## config.mk

```make
export PLATFORM = sky130hd
export DESIGN_NAME = fifo_data_gen_flat
export DESIGN_NICKNAME = d
export VERILOG_FILES = /design/src/rtl/fifo_data_gen_pkg.sv /design/src/rtl/fifo_data_gen_if.sv /design/src/rtl/fifo_data_gen_ptr_wrap.sv /design/src/rtl/fifo_data_gen.sv /design/src/flat_wrapper.sv
export SDC_FILE = /design/constraint.sdc
export NUM_CORES = 1
export LEC_CHECK = 0
export ABC_CLOCK_PERIOD_IN_PS = 5800
export CORE_MARGIN = 5
export CORE_UTILIZATION = 40
export DETAILED_ROUTE_END_ITERATION = 12
export PLACE_DENSITY = 0.63
export SLEW_MARGIN = 5
export SYNTH_ARGS = -nofsm -noshare
export SYNTH_HDL_FRONTEND = slang
export SYNTH_HIERARCHICAL = 1
export SYNTH_SLANG_ARGS = --single-unit
```

## constraint.sdc

```tcl
create_clock -name clk -period 5.8 [get_ports clk]
set_input_delay 1.16 -clock clk [delete_from_list [all_inputs] [get_ports clk]]
set_output_delay 1.16 -clock clk [all_outputs]
set_load 0.02 [all_outputs]
```

## src/rtl/fifo_data_gen_pkg.sv

```systemverilog
// Shared definitions for the AES datapath word FIFO.
//   DATA_W_DEF / DEPTH_DEF : default word width and number of entries
//   clog2()                : constant function sizing the pointers and the counter
package aes_fifo_pkg;

  localparam int DATA_W_DEF = 32;
  localparam int DEPTH_DEF  = 4;

  // Ceiling log2; clog2(1) = 0. Intended for elaboration-time use only.
  function automatic int clog2(input int value);
    int result;
    result = 0;
    for (int i = 0; i < 31; i++) begin
      if ((1 << i) < value) result = i + 1;
    end
    return result;
  endfunction

endpackage

```

## src/rtl/fifo_data_gen_if.sv

```systemverilog
// Request/status bundle between a FIFO user (master) and fifo_data_gen (slave).
//   write_fifo, read_fifo, flush, clear_err, data_in : requests from the master
//   data_out, data_valid                             : read data and its strobe
//   counter_fifo                                     : occupancy
//   empty_fifo, full_fifo, almost_empty, almost_full : occupancy flags
//   overflow, underflow                              : sticky error flags
interface fifo_data_gen_if
  import aes_fifo_pkg::*;
#(
  parameter int DATA_W = DATA_W_DEF,
  parameter int CW     = clog2(DEPTH_DEF + 1)
);

  logic              write_fifo;
  logic              read_fifo;
  logic              flush;
  logic              clear_err;
  logic [DATA_W-1:0] data_in;
  logic [DATA_W-1:0] data_out;
  logic              data_valid;
  logic [CW-1:0]     counter_fifo;
  logic              empty_fifo;
  logic              full_fifo;
  logic              almost_empty;
  logic              almost_full;
  logic              overflow;
  logic              underflow;

  modport master (
    output write_fifo, read_fifo, flush, clear_err, data_in,
    input  data_out, data_valid, counter_fifo, empty_fifo, full_fifo,
           almost_empty, almost_full, overflow, underflow
  );

  modport slave (
    input  write_fifo, read_fifo, flush, clear_err, data_in,
    output data_out, data_valid, counter_fifo, empty_fifo, full_fifo,
           almost_empty, almost_full, overflow, underflow
  );

endinterface

```

## src/rtl/fifo_data_gen_ptr_wrap.sv

```systemverilog
// Modulo-DEPTH pointer: advances by one on inc, wraps DEPTH-1 -> 0.
//   clk, resetn : clock, asynchronous active-low reset
//   clr         : synchronous return to entry 0 (flush)
//   inc         : advance by one entry
//   ptr         : current entry index
module fifo_ptr_wrap
  import aes_fifo_pkg::*;
#(
  parameter  int DEPTH = DEPTH_DEF,
  localparam int PW    = clog2(DEPTH)
) (
  input  logic          clk,
  input  logic          resetn,
  input  logic          clr,
  input  logic          inc,
  output logic [PW-1:0] ptr
);

  // NOTE: sequential state is assigned with <= so every flop samples pre-edge values.
  always_ff @(posedge clk or negedge resetn) begin
    if (!resetn) begin
      ptr <= '0;
    end else if (clr) begin
      ptr <= '0;
    end else if (inc) begin
      // Explicit wrap: DEPTH need not be a power of two.
      ptr <= (ptr == PW'(DEPTH - 1)) ? '0 : ptr + PW'(1);
    end
  end

endmodule

```

## src/rtl/fifo_data_gen.sv

```systemverilog
// Parametrised word FIFO between the bus interface and the AES-256 datapath.
//   clk, resetn : clock, asynchronous active-low reset
//   bus         : fifo_data_gen_if slave port carrying requests, registered read
//                 data with a one-cycle valid strobe, occupancy, flags, sticky errors
// A write into a full FIFO is accepted when a read is accepted in the same cycle.
// Flush wins over read/write, ignores their requests and leaves error flags alone.
module fifo_data_gen
  import aes_fifo_pkg::*;
#(
  parameter  int DATA_W    = DATA_W_DEF,
  parameter  int DEPTH     = DEPTH_DEF,
  parameter  int AFULL_TH  = 3,
  parameter  int AEMPTY_TH = 1,
  localparam int CW        = clog2(DEPTH + 1),
  localparam int PW        = clog2(DEPTH)
) (
  input logic            clk,
  input logic            resetn,
  fifo_data_gen_if.slave bus
);

  if (DEPTH < 2) begin : g_bad_depth
    $error("fifo_data_gen: DEPTH must be >= 2");
  end
  if (AFULL_TH < 1 || AFULL_TH > DEPTH) begin : g_bad_afull
    $error("fifo_data_gen: AFULL_TH must be in 1..DEPTH");
  end
  if (AEMPTY_TH < 0 || AEMPTY_TH > DEPTH - 1) begin : g_bad_aempty
    $error("fifo_data_gen: AEMPTY_TH must be in 0..DEPTH-1");
  end

  logic [DATA_W-1:0] mem [DEPTH];
  logic [PW-1:0]     write_ptr;
  logic [PW-1:0]     read_ptr;
  logic [CW-1:0]     count;
  logic [DATA_W-1:0] data_out_q;
  logic              data_valid_q;
  logic              overflow_q;
  logic              underflow_q;

  logic empty;
  logic full;
  logic rd_acc;
  logic wr_acc;
  logic rd_en;
  logic wr_en;

  assign empty  = (count == '0);
  assign full   = (count == CW'(DEPTH));
  assign rd_acc = bus.read_fifo & ~empty;
  // A full FIFO still takes a write when the same cycle frees an entry.
  assign wr_acc = bus.write_fifo & (~full | rd_acc);
  assign rd_en  = rd_acc & ~bus.flush;
  assign wr_en  = wr_acc & ~bus.flush;

  fifo_ptr_wrap #(.DEPTH(DEPTH)) u_write_ptr (
    .clk    (clk),
    .resetn (resetn),
    .clr    (bus.flush),
    .inc    (wr_en),
    .ptr    (write_ptr)
  );

  fifo_ptr_wrap #(.DEPTH(DEPTH)) u_read_ptr (
    .clk    (clk),
    .resetn (resetn),
    .clr    (bus.flush),
    .inc    (rd_en),
    .ptr    (read_ptr)
  );

  // NOTE: storage has no reset; only pointers and counter define which words are live.
  always_ff @(posedge clk) begin
    if (wr_en) mem[write_ptr] <= bus.data_in;
  end

  always_ff @(posedge clk or negedge resetn) begin
    if (!resetn) begin
      count        <= '0;
      data_out_q   <= '0;
      data_valid_q <= 1'b0;
      overflow_q   <= 1'b0;
      underflow_q  <= 1'b0;
    end else begin
      if (bus.flush)            count <= '0;
      else if (wr_en && !rd_en) count <= count + CW'(1);
      else if (rd_en && !wr_en) count <= count - CW'(1);

      data_valid_q <= rd_en;
      if (rd_en) data_out_q <= mem[read_ptr];

      // A set event in the same cycle beats clear_err; flush raises nothing.
      overflow_q  <= (bus.write_fifo & ~wr_acc & ~bus.flush) | (overflow_q  & ~bus.clear_err);
      underflow_q <= (bus.read_fifo  & ~rd_acc & ~bus.flush) | (underflow_q & ~bus.clear_err);
    end
  end

  assign bus.data_out     = data_out_q;
  assign bus.data_valid   = data_valid_q;
  assign bus.counter_fifo = count;
  assign bus.empty_fifo   = empty;
  assign bus.full_fifo    = full;
  assign bus.almost_empty = (count <= CW'(AEMPTY_TH));
  assign bus.almost_full  = (count >= CW'(AFULL_TH));
  assign bus.overflow     = overflow_q;
  assign bus.underflow    = underflow_q;

endmodule

```

## src/flat_wrapper.sv

```systemverilog
// flat-port wrapper written by rule: the top's interface ports become plain ports
module fifo_data_gen_flat import aes_fifo_pkg::*;
#(
  parameter  int DATA_W    = DATA_W_DEF,
  parameter  int DEPTH     = DEPTH_DEF,
  parameter  int AFULL_TH  = 3,
  parameter  int AEMPTY_TH = 1,
  localparam int CW        = clog2(DEPTH + 1),
  localparam int PW        = clog2(DEPTH)
)
  (clk, resetn, bus_write_fifo, bus_read_fifo, bus_flush, bus_clear_err, bus_data_in, bus_data_out, bus_data_valid, bus_counter_fifo, bus_empty_fifo, bus_full_fifo, bus_almost_empty, bus_almost_full, bus_overflow, bus_underflow);
  fifo_data_gen_if #(.DATA_W(DATA_W), .CW(3)) bus_i ();
  input logic clk;
  input logic resetn;
  input wire logic [$bits(bus_i.write_fifo)-1:0] bus_write_fifo;
  input wire logic [$bits(bus_i.read_fifo)-1:0] bus_read_fifo;
  input wire logic [$bits(bus_i.flush)-1:0] bus_flush;
  input wire logic [$bits(bus_i.clear_err)-1:0] bus_clear_err;
  input wire logic [$bits(bus_i.data_in)-1:0] bus_data_in;
  output wire logic [$bits(bus_i.data_out)-1:0] bus_data_out;
  output wire logic [$bits(bus_i.data_valid)-1:0] bus_data_valid;
  output wire logic [$bits(bus_i.counter_fifo)-1:0] bus_counter_fifo;
  output wire logic [$bits(bus_i.empty_fifo)-1:0] bus_empty_fifo;
  output wire logic [$bits(bus_i.full_fifo)-1:0] bus_full_fifo;
  output wire logic [$bits(bus_i.almost_empty)-1:0] bus_almost_empty;
  output wire logic [$bits(bus_i.almost_full)-1:0] bus_almost_full;
  output wire logic [$bits(bus_i.overflow)-1:0] bus_overflow;
  output wire logic [$bits(bus_i.underflow)-1:0] bus_underflow;
  assign bus_i.write_fifo = bus_write_fifo;
  assign bus_i.read_fifo = bus_read_fifo;
  assign bus_i.flush = bus_flush;
  assign bus_i.clear_err = bus_clear_err;
  assign bus_i.data_in = bus_data_in;
  assign bus_data_out = bus_i.data_out;
  assign bus_data_valid = bus_i.data_valid;
  assign bus_counter_fifo = bus_i.counter_fifo;
  assign bus_empty_fifo = bus_i.empty_fifo;
  assign bus_full_fifo = bus_i.full_fifo;
  assign bus_almost_empty = bus_i.almost_empty;
  assign bus_almost_full = bus_i.almost_full;
  assign bus_overflow = bus_i.overflow;
  assign bus_underflow = bus_i.underflow;
  fifo_data_gen #(.DATA_W(DATA_W), .DEPTH(DEPTH), .AFULL_TH(AFULL_TH), .AEMPTY_TH(AEMPTY_TH)) u_core (.clk(clk), .resetn(resetn), .bus(bus_i));
endmodule
```

==> impl_metrics.py, run 1 <==
metrics = {
    "critical_path": {
        "cp-startpoint": "u_core/bus.counter_fifo[1]$_DFFE_PN0P_",
        "critPathRequiredTime_ns": 4.64,
        "timing.critical_path.fanout_max": 7,
        "worst_r2r_startpoint": "u_core/bus.counter_fifo[0]$_DFFE_PN0P_",
        "max_stage_delay_ns": 0.64,
        "cp_slowest_cell": "sky130_fd_sc_hd__clkdlybuf4s50_1",
        "timing.critical_path.cells": "inv_1, ha_1, nor2b_4, clkdlybuf4s50_1",
        "critPathCaptureType": "output pin",
        "type_of_origin_of_the_critical_path": "register",
        "timing.setup.critical_path_class": "register to output pin",
        "arrival_ns": 2.13,
    },
    "cells_and_area": {
        "fin_nets": 437,
        "drive_above_1_share_pct": 27.65,
        "num_antenna_cells": 0,
        "final_util_pct": 50.92,
        "area_growth_syn_to_layout_pct": 25.96,
    },
    "sta": {
        "setup_viol_count_final": 0,
        "timing_hold_violations_final": 0,
        "layout_min_cycle_time_ns": 3.286,
        "totalNegativeSetupSlack_ns": 0,
        "timing.hold.ws_ns": 0.5088,
        "finalMaxSlewViolations": 0,
        "timing.slew.headroom_pct": 28.39,
        "clock_skew_ns": 0.006494,
        "unrepaired_setup_endpoints_after_global_routing": "false",
        "tightest_slew_ns": 1.074,
        "max_clock_freq_mhz": 304.3,
        "final_min_period_over_clock_period_pct": 56.66,
    },
    "placed_design": {
        "place_hpwl_um": 7155,
        "place.gp.congestion": 0.7301,
        "numPortBuffers": 79,
    },
    "detailed_routing": {
        "drc_errors": 0,
        "drtAntennaViolNets": 0,
        "drt-vias-per-instance": 4.851,
        "routedWlPerCell_um": 19.11,
        "num_vias": 3032,
        "drt_iter0_drc": 212,
        "firstDrtPassIters": 4,
        "route.final.wire_length_um": 11940,
    },
    "clock_network": {
        "worst_skew_pair.late_latency_ns": 0.41,
        "path_clk_slew_ns": 0.06,
        "hold_buffers": 0,
        "cts_inserted_buffers": 17,
        "clk_root_buffer_cell": "sky130_fd_sc_hd__clkbuf_16",
        "clock-sinks": 170,
        "cts.htree.levels": 4,
        "clk_path_buf_depth": 2,
        "tritoncts": "built",
        "post-cts-setup-buffer-count": 0,
        "ctsResizeCount": 0,
    },
    "synth": {
        "avgSynthCellArea_um2": 22.18,
        "ys_ff_latch": 170,
        "synthArstFlopShare_pct": 24.71,
        "yosysTopAreaCellShare_pct": 57.95,
        "synth_top_cells_by_count": "128 x sky130_fd_sc_hd__edfxtp_1, 42 x sky130_fd_sc_hd__dfrtp_1, 30 x sky130_fd_sc_hd__mux2_4, 30 x sky130_fd_sc_hd__mux4_2",
        "ys_top_cells_by_area": "sky130_fd_sc_hd__edfxtp_1 58%, sky130_fd_sc_hd__dfrtp_1 16%, sky130_fd_sc_hd__mux4_2 10%",
        "synthesis_warning_total": 6,
        "netlist_instances": 299,
        "ys_seq_area_share_pct": 73.80,
        "syn-num-nets": 344,
        "synth.largest_area_cell": "sky130_fd_sc_hd__edfxtp_1",
        "synth_cell_types": 37,
        "number_of_enable_type_register_cells_in_the_synthesized_netlist": 128,
        "yosys.cell_count.top_type": "sky130_fd_sc_hd__edfxtp_1",
        "netlist_area_mm2": 0.006633,
        "primary_ff_master_synth": "sky130_fd_sc_hd__edfxtp_1",
    },
    "power": {
        "totalPowerFinal_uw": 3714,
        "pwr_density_cell_mw_per_mm2": 444.5,
        "leakage_uw": 0.002933,
        "ir_drop_mv": 0.2274,
    },
    "grt": {
        "grt_pass1_vias": 3411,
        "grt_max_degree": 43,
        "grt_use_total_pct": 13.18,
        "grt_overflow_total": 0,
        "antenna_found_initial": 0,
        "first_pass_grt_wire_length_um": 19310,
    },
    "floorplanning": {
        "core_mm2": 0.01641,
        "fp.dieArea_mm2": 0.01926,
        "start_util_pct": 40.43,
        "fp.dieW_um": 138.8,
        "num_rows": 47,
        "ioPinCount": 80,
        "fp.dieH_um": 138.8,
    },
    "min_path": {
        "worst_hold_check_path_type": "register to register",
        "holdCritStartpoint": "u_core/bus.data_out[0]$_DFFE_PN0P_",
    },
    "job": {
        "max_cap_violations": 0,
    },
    "status": {
        "status": "finished clean",
    },
}
## path summary, 6_finish.rpt
| kind | slack (ns) | endpoint | depth (start not counted) |
|---|---|---|---|
| max in group asynchronous | 4.13 | u_core/u_read_ptr/ptr[0]$_DFFE_PN0P_ | 1 |
| min in group asynchronous | 0.95 | u_core/bus.counter_fifo[2]$_DFFE_PN0P_ | 1 |
| setup / recovery | 2.51 | bus_empty_fifo | 4 |
| setup reg to reg | 3.18 | u_core/mem[3][30]$_DFFE_PP_ | 6 |
| hold / removal | 0.51 | u_core/bus.data_out[0]$_DFFE_PN0P_ | 1 |
| hold reg to reg | 0.51 | u_core/bus.data_out[0]$_DFFE_PN0P_ | 1 |
## registers in the layout, summed over array words and instances, names as in the netlist
name	count
u_core/u_write_ptr/ptr	2
u_core/mem	128
u_core/u_read_ptr/ptr	2
u_core/bus.overflow	1
u_core/bus.data_out	32
u_core/bus.underflow	1
u_core/bus.data_valid	1
u_core/bus.counter_fifo	3
## kinds of logic (layout without fill, tap and decap cells)
family	count (synthesis)	count (layout)	synth area share [%]
AOI/OAI and AO/OA	14	14	1.566
and+or+nand+nor	21	21	2.358
DFF	170	170	73.80
adders and majority gates	7	7	1.320
xor gates and xnor gates	1	1	0.1321
buffers and inverters	18	124	2.075
muxes	68	68	18.75
## per-layer routing
layer	track usage (%)	part of all wire [%]	up-vias
li1	-	-	1392
met1	16.46	43	1566
met2	21.99	52	68
met3	4.897	5.0	6
met4	3.244	0.59	0
met5	0	0	-
## critical path, delay by kind of cell, from the launching register on
kind                     cells  cell delay [ns]
adder cells (fa/ha/maj)      1             0.27
AND/OR/NAND/NOR              1             0.24
flip-flops                   1             0.39
buffers and inverters        2             0.81
## power by group
| part | switching [uW] | internal (uW) | leakage, uW |
|---|---|---|---|
| clock | 434 | 893 | 0.000343 |
| sequential | 101 | 1460 | 0.00167 |
| combinational | 358 | 469 | 0.000918 |
## metrics by stage
step | worst slack (ns) | cells | cell area (um2)
6_report | 2.514 | 625 | 8354
4_1_cts | 2.474 | 625 | 8354
2_1_floorplan | 0.4580 | 299 | 6633
3_5_place_dp | 2.129 | 593 | 7650
3_3_place_gp | 2.212 | 593 | 7650
5_1_grt | 2.384 | 625 | 8354
## layout make-up
class	instances	area [um2]
Clock inverter	13	271.5
Inverter	7	26.28
Timing Repair Buffer	85	830.8
Sequential cell	170	4897
Tap cell	220	275.3
Clock buffer	19	432.9
Fill cell	1303	8053
Multi-Input combinational cell	111	1620
## cells in the final DEF, fill, tap and decap left out, types with 2 or more instances in the layout
master and n:
sky130_fd_sc_hd__a21oi_1 3, sky130_fd_sc_hd__a21oi_2 2, sky130_fd_sc_hd__buf_4 6, sky130_fd_sc_hd__bufinv_16 8
sky130_fd_sc_hd__clkbuf_1 2, sky130_fd_sc_hd__clkbuf_16 17, sky130_fd_sc_hd__clkdlybuf4s50_1 78, sky130_fd_sc_hd__clkinv_2 2
sky130_fd_sc_hd__clkinv_4 2, sky130_fd_sc_hd__dfrtp_1 40, sky130_fd_sc_hd__dfrtp_2 2, sky130_fd_sc_hd__edfxtp_1 128
sky130_fd_sc_hd__ha_1 7, sky130_fd_sc_hd__inv_1 7, sky130_fd_sc_hd__mux2_2 3, sky130_fd_sc_hd__mux2_4 30
sky130_fd_sc_hd__mux2i_1 2, sky130_fd_sc_hd__mux4_1 2, sky130_fd_sc_hd__mux4_2 30, sky130_fd_sc_hd__nand2b_1 3
sky130_fd_sc_hd__nor2_1 6, sky130_fd_sc_hd__nor4b_2 2, sky130_fd_sc_hd__o21ai_0 3, sky130_fd_sc_hd__o32ai_1 2
sky130_fd_sc_hd__or3b_1 2
(Power assumes the default switching activity.)
==> run 2, diff against run 1 <==
ABC_CLOCK_PERIOD_IN_PS = 2900   (was 5800)
PLACE_DENSITY = 0.66   (was 0.63)
clock period = 2.9 ns   (was 5.8 ns; I/O delays follow)
==> run 2 against run 1 <==
Against the previous run:
- routed wire length decreased by 1.0%
- sequential power increased by 99%
- cell area increased by 0.46%
- power increased by 90%
- sequential share of layout area decreased by 0.27 points
- global-route usage decreased by 0.21 points
- combinational power increased by 100%
- highest routed layer unchanged
==> impl_metrics.py, run 2 (synthesis results as in run 1) <==
metrics = {
    "cells_and_area": {
        "drive_above_1_share_pct": 28.95,
        "area_growth_syn_to_layout_pct": 26.54,
        "final_util_pct": 51.16,
        "mostFrequentLayoutCells": "128 x sky130_fd_sc_hd__edfxtp_1, 78 x sky130_fd_sc_hd__clkdlybuf4s50_1, 40 x sky130_fd_sc_hd__dfrtp_1",
        "most_frequent_standard_cell_in_the_layout_excluding_fill_and_tap_cells": "sky130_fd_sc_hd__edfxtp_1",
        "num_antenna_cells": 0,
        "sequential_cell_area_mm2": 0.004897,
        "flip_flop_count_of_the_largest_register_after_layout": 128,
        "largest-register": "u_core/mem",
        "fillerInstances": 1291,
        "fin_nets": 443,
        "multi_input_area_mm2": 0.001647,
    },
    "clock_network": {
        "cts.htree.levels": 4,
        "path_clk_slew_ns": 0.06,
        "ctsResizeCount": 0,
        "tritoncts": "built",
        "clk_root_buffer_cell": "sky130_fd_sc_hd__clkbuf_16",
        "clock-sinks": 170,
        "cts_inserted_buffers": 17,
        "worst_skew_pair.late_latency_ns": 0.42,
        "post-cts-setup-buffer-count": 0,
        "clk_path_buf_depth": 2,
        "hold_buffers": 0,
    },
    "sta": {
        "timing.slew.headroom_pct": 30.12,
        "layout_min_cycle_time_ns": 2.713,
        "totalNegativeSetupSlack_ns": 0,
        "clock_skew_ns": 0.007998,
        "final_min_period_over_clock_period_pct": 93.56,
        "tightest_slew_ns": 1.048,
        "unrepaired_setup_endpoints_after_global_routing": "false",
        "max_clock_freq_mhz": 368.5,
        "setup_viol_count_final": 0,
        "finalMaxSlewViolations": 0,
        "timing_hold_violations_final": 0,
    },
    "grt": {
        "grt_max_degree": 43,
        "grt_pass1_vias": 3338,
        "first_pass_grt_wire_length_um": 18950,
        "grt_overflow_total": 0,
        "grt_use_total_pct": 12.97,
        "antenna_found_initial": 0,
    },
    "floorplanning": {
        "fp.dieArea_mm2": 0.01926,
        "ioPinCount": 80,
        "start_util_pct": 40.43,
        "fp.dieW_um": 138.8,
        "num_rows": 47,
        "core_mm2": 0.01641,
        "fp.dieH_um": 138.8,
    },
    "power": {
        "ir_drop_mv": 0.4675,
        "pwr_density_cell_mw_per_mm2": 842.5,
        "p_comb_share_pct": 23.7,
        "seqPwrFrac_pct": 43.9,
        "power.switching_fraction_pct": 25.64,
        "cellInternalPower_uw": 5258,
        "power_switching_uw": 1813,
        "leakage_uw": 0.002926,
        "pwr-share-clk_pct": 32.4,
    },
    "detailed_routing": {
        "firstDrtPassIters": 4,
        "num_vias": 3087,
        "routedWlPerCell_um": 18.74,
        "drt-vias-per-instance": 4.892,
        "drtAntennaViolNets": 0,
        "route.final.wire_length_um": 11820,
        "drc_errors": 0,
        "drt_iter0_drc": 163,
    },
    "critical_path": {
        "worst_r2r_startpoint": "u_core/bus.counter_fifo[0]$_DFFE_PN0P_",
        "timing.setup.critical_path_class": "register to output pin",
        "timing.critical_path.fanout_max": 5,
        "critPathCaptureType": "output pin",
        "r2r_cells": 7,
        "reg2reg_slack_ns": 0.60,
        "critPathRequiredTime_ns": 2.32,
        "type_of_origin_of_the_critical_path": "register",
        "arrival_ns": 2.13,
        "critical_path.reg2reg.endpoint": "u_core/mem[3][6]$_DFFE_PP_",
    },
    "job": {
        "max_cap_violations": 0,
    },
    "min_path": {
        "worst_hold_check_path_type": "input port to async pin",
    },
    "status": {
        "status": "finished clean",
    },
    "placed_design": {
        "place.gp.congestion": 0.6602,
        "place_hpwl_um": 7567,
        "numPortBuffers": 79,
    },
}
-- run 2: cell types whose count changed in the layout (fill, tap and decap cells not counted), sizes merged --
cell / change
clkinv: -3
clkbuf: +1
inv: +3
clkinvlp: +4
buf: +6
bufinv: -5
-- run 2: critical path, stage by stage, from the launching register on --
cell and delay (ns):
sky130_fd_sc_hd__dfrtp_1 0.41, sky130_fd_sc_hd__inv_1 0.17, sky130_fd_sc_hd__ha_1 0.26, sky130_fd_sc_hd__nor2b_4 0.24, sky130_fd_sc_hd__clkdlybuf4s50_1 0.63
-- run 2: how the worst max path moves through the flow --
stage                                                start                     endpoint  slack (ns)  cells past startpoint
floorplan           u_core/bus.counter_fifo[0]$_DFFE_PN0P_   u_core/mem[1][0]$_DFFE_PP_         0.1                      5
CTS                 u_core/bus.counter_fifo[0]$_DFFE_PN0P_               bus_empty_fifo        0.14                      4
global route        u_core/bus.counter_fifo[0]$_DFFE_PN0P_               bus_empty_fifo        0.06                      4
detailed placement                           bus_read_fifo  u_core/mem[3][13]$_DFFE_PP_        0.16                      6
global placement                             bus_read_fifo   u_core/mem[3][7]$_DFFE_PP_        0.21                      6
finish              u_core/bus.counter_fifo[0]$_DFFE_PN0P_               bus_empty_fifo        0.19                      4
-- run 2: layout make-up --
| type | instances | area share, % |
|---|---|---|
| inverters | 7 | 0.3131 |
| repair buffers | 91 | 11.18 |
| flip-flops and latches | 170 | 58.35 |
| clock inverters | 12 | 1.938 |
| clock buffers | 20 | 5.322 |
| well taps | 220 | 3.280 |
| multi-input cells | 111 | 19.62 |
-- run 2: power by group through the flow --
stage	sequential (uW)	combinational, uW	clock [uW]
after floorplan	3410	694	0
after global placement	3160	1680	0
after detailed placement	3160	1690	0
after CTS	3120	1700	2360
after global routing	3150	1760	2460
final	3110	1670	2290
-- run 2: stage by stage --
step / area [um2] / cells / total power [uW] / hold slack (ns) / setup slack [ns]
after global placement: 7784 / 599 / 4838 / 0.4923 / 0.2096
after global routing: 8393 / 631 / 7368 / 0.4399 / 0.06498
final: 8393 / 631 / 7071 / 0.3464 / 0.1866
after floorplan: 6678 / 299 / 4104 / 0.2844 / 0.09508
after detailed placement: 7784 / 599 / 4851 / 0.4959 / 0.1650
after CTS: 8393 / 631 / 7175 / 0.3735 / 0.1382
-- run 2: metal layers --
metal  GRT usage [%]  vias up  wire length (um)
li1                -     1401                 -
met1           16.75     1573              4999
met2           20.28       96              5899
met3           4.759       17               742
met4           4.789        0               181
met5               0        -                 0
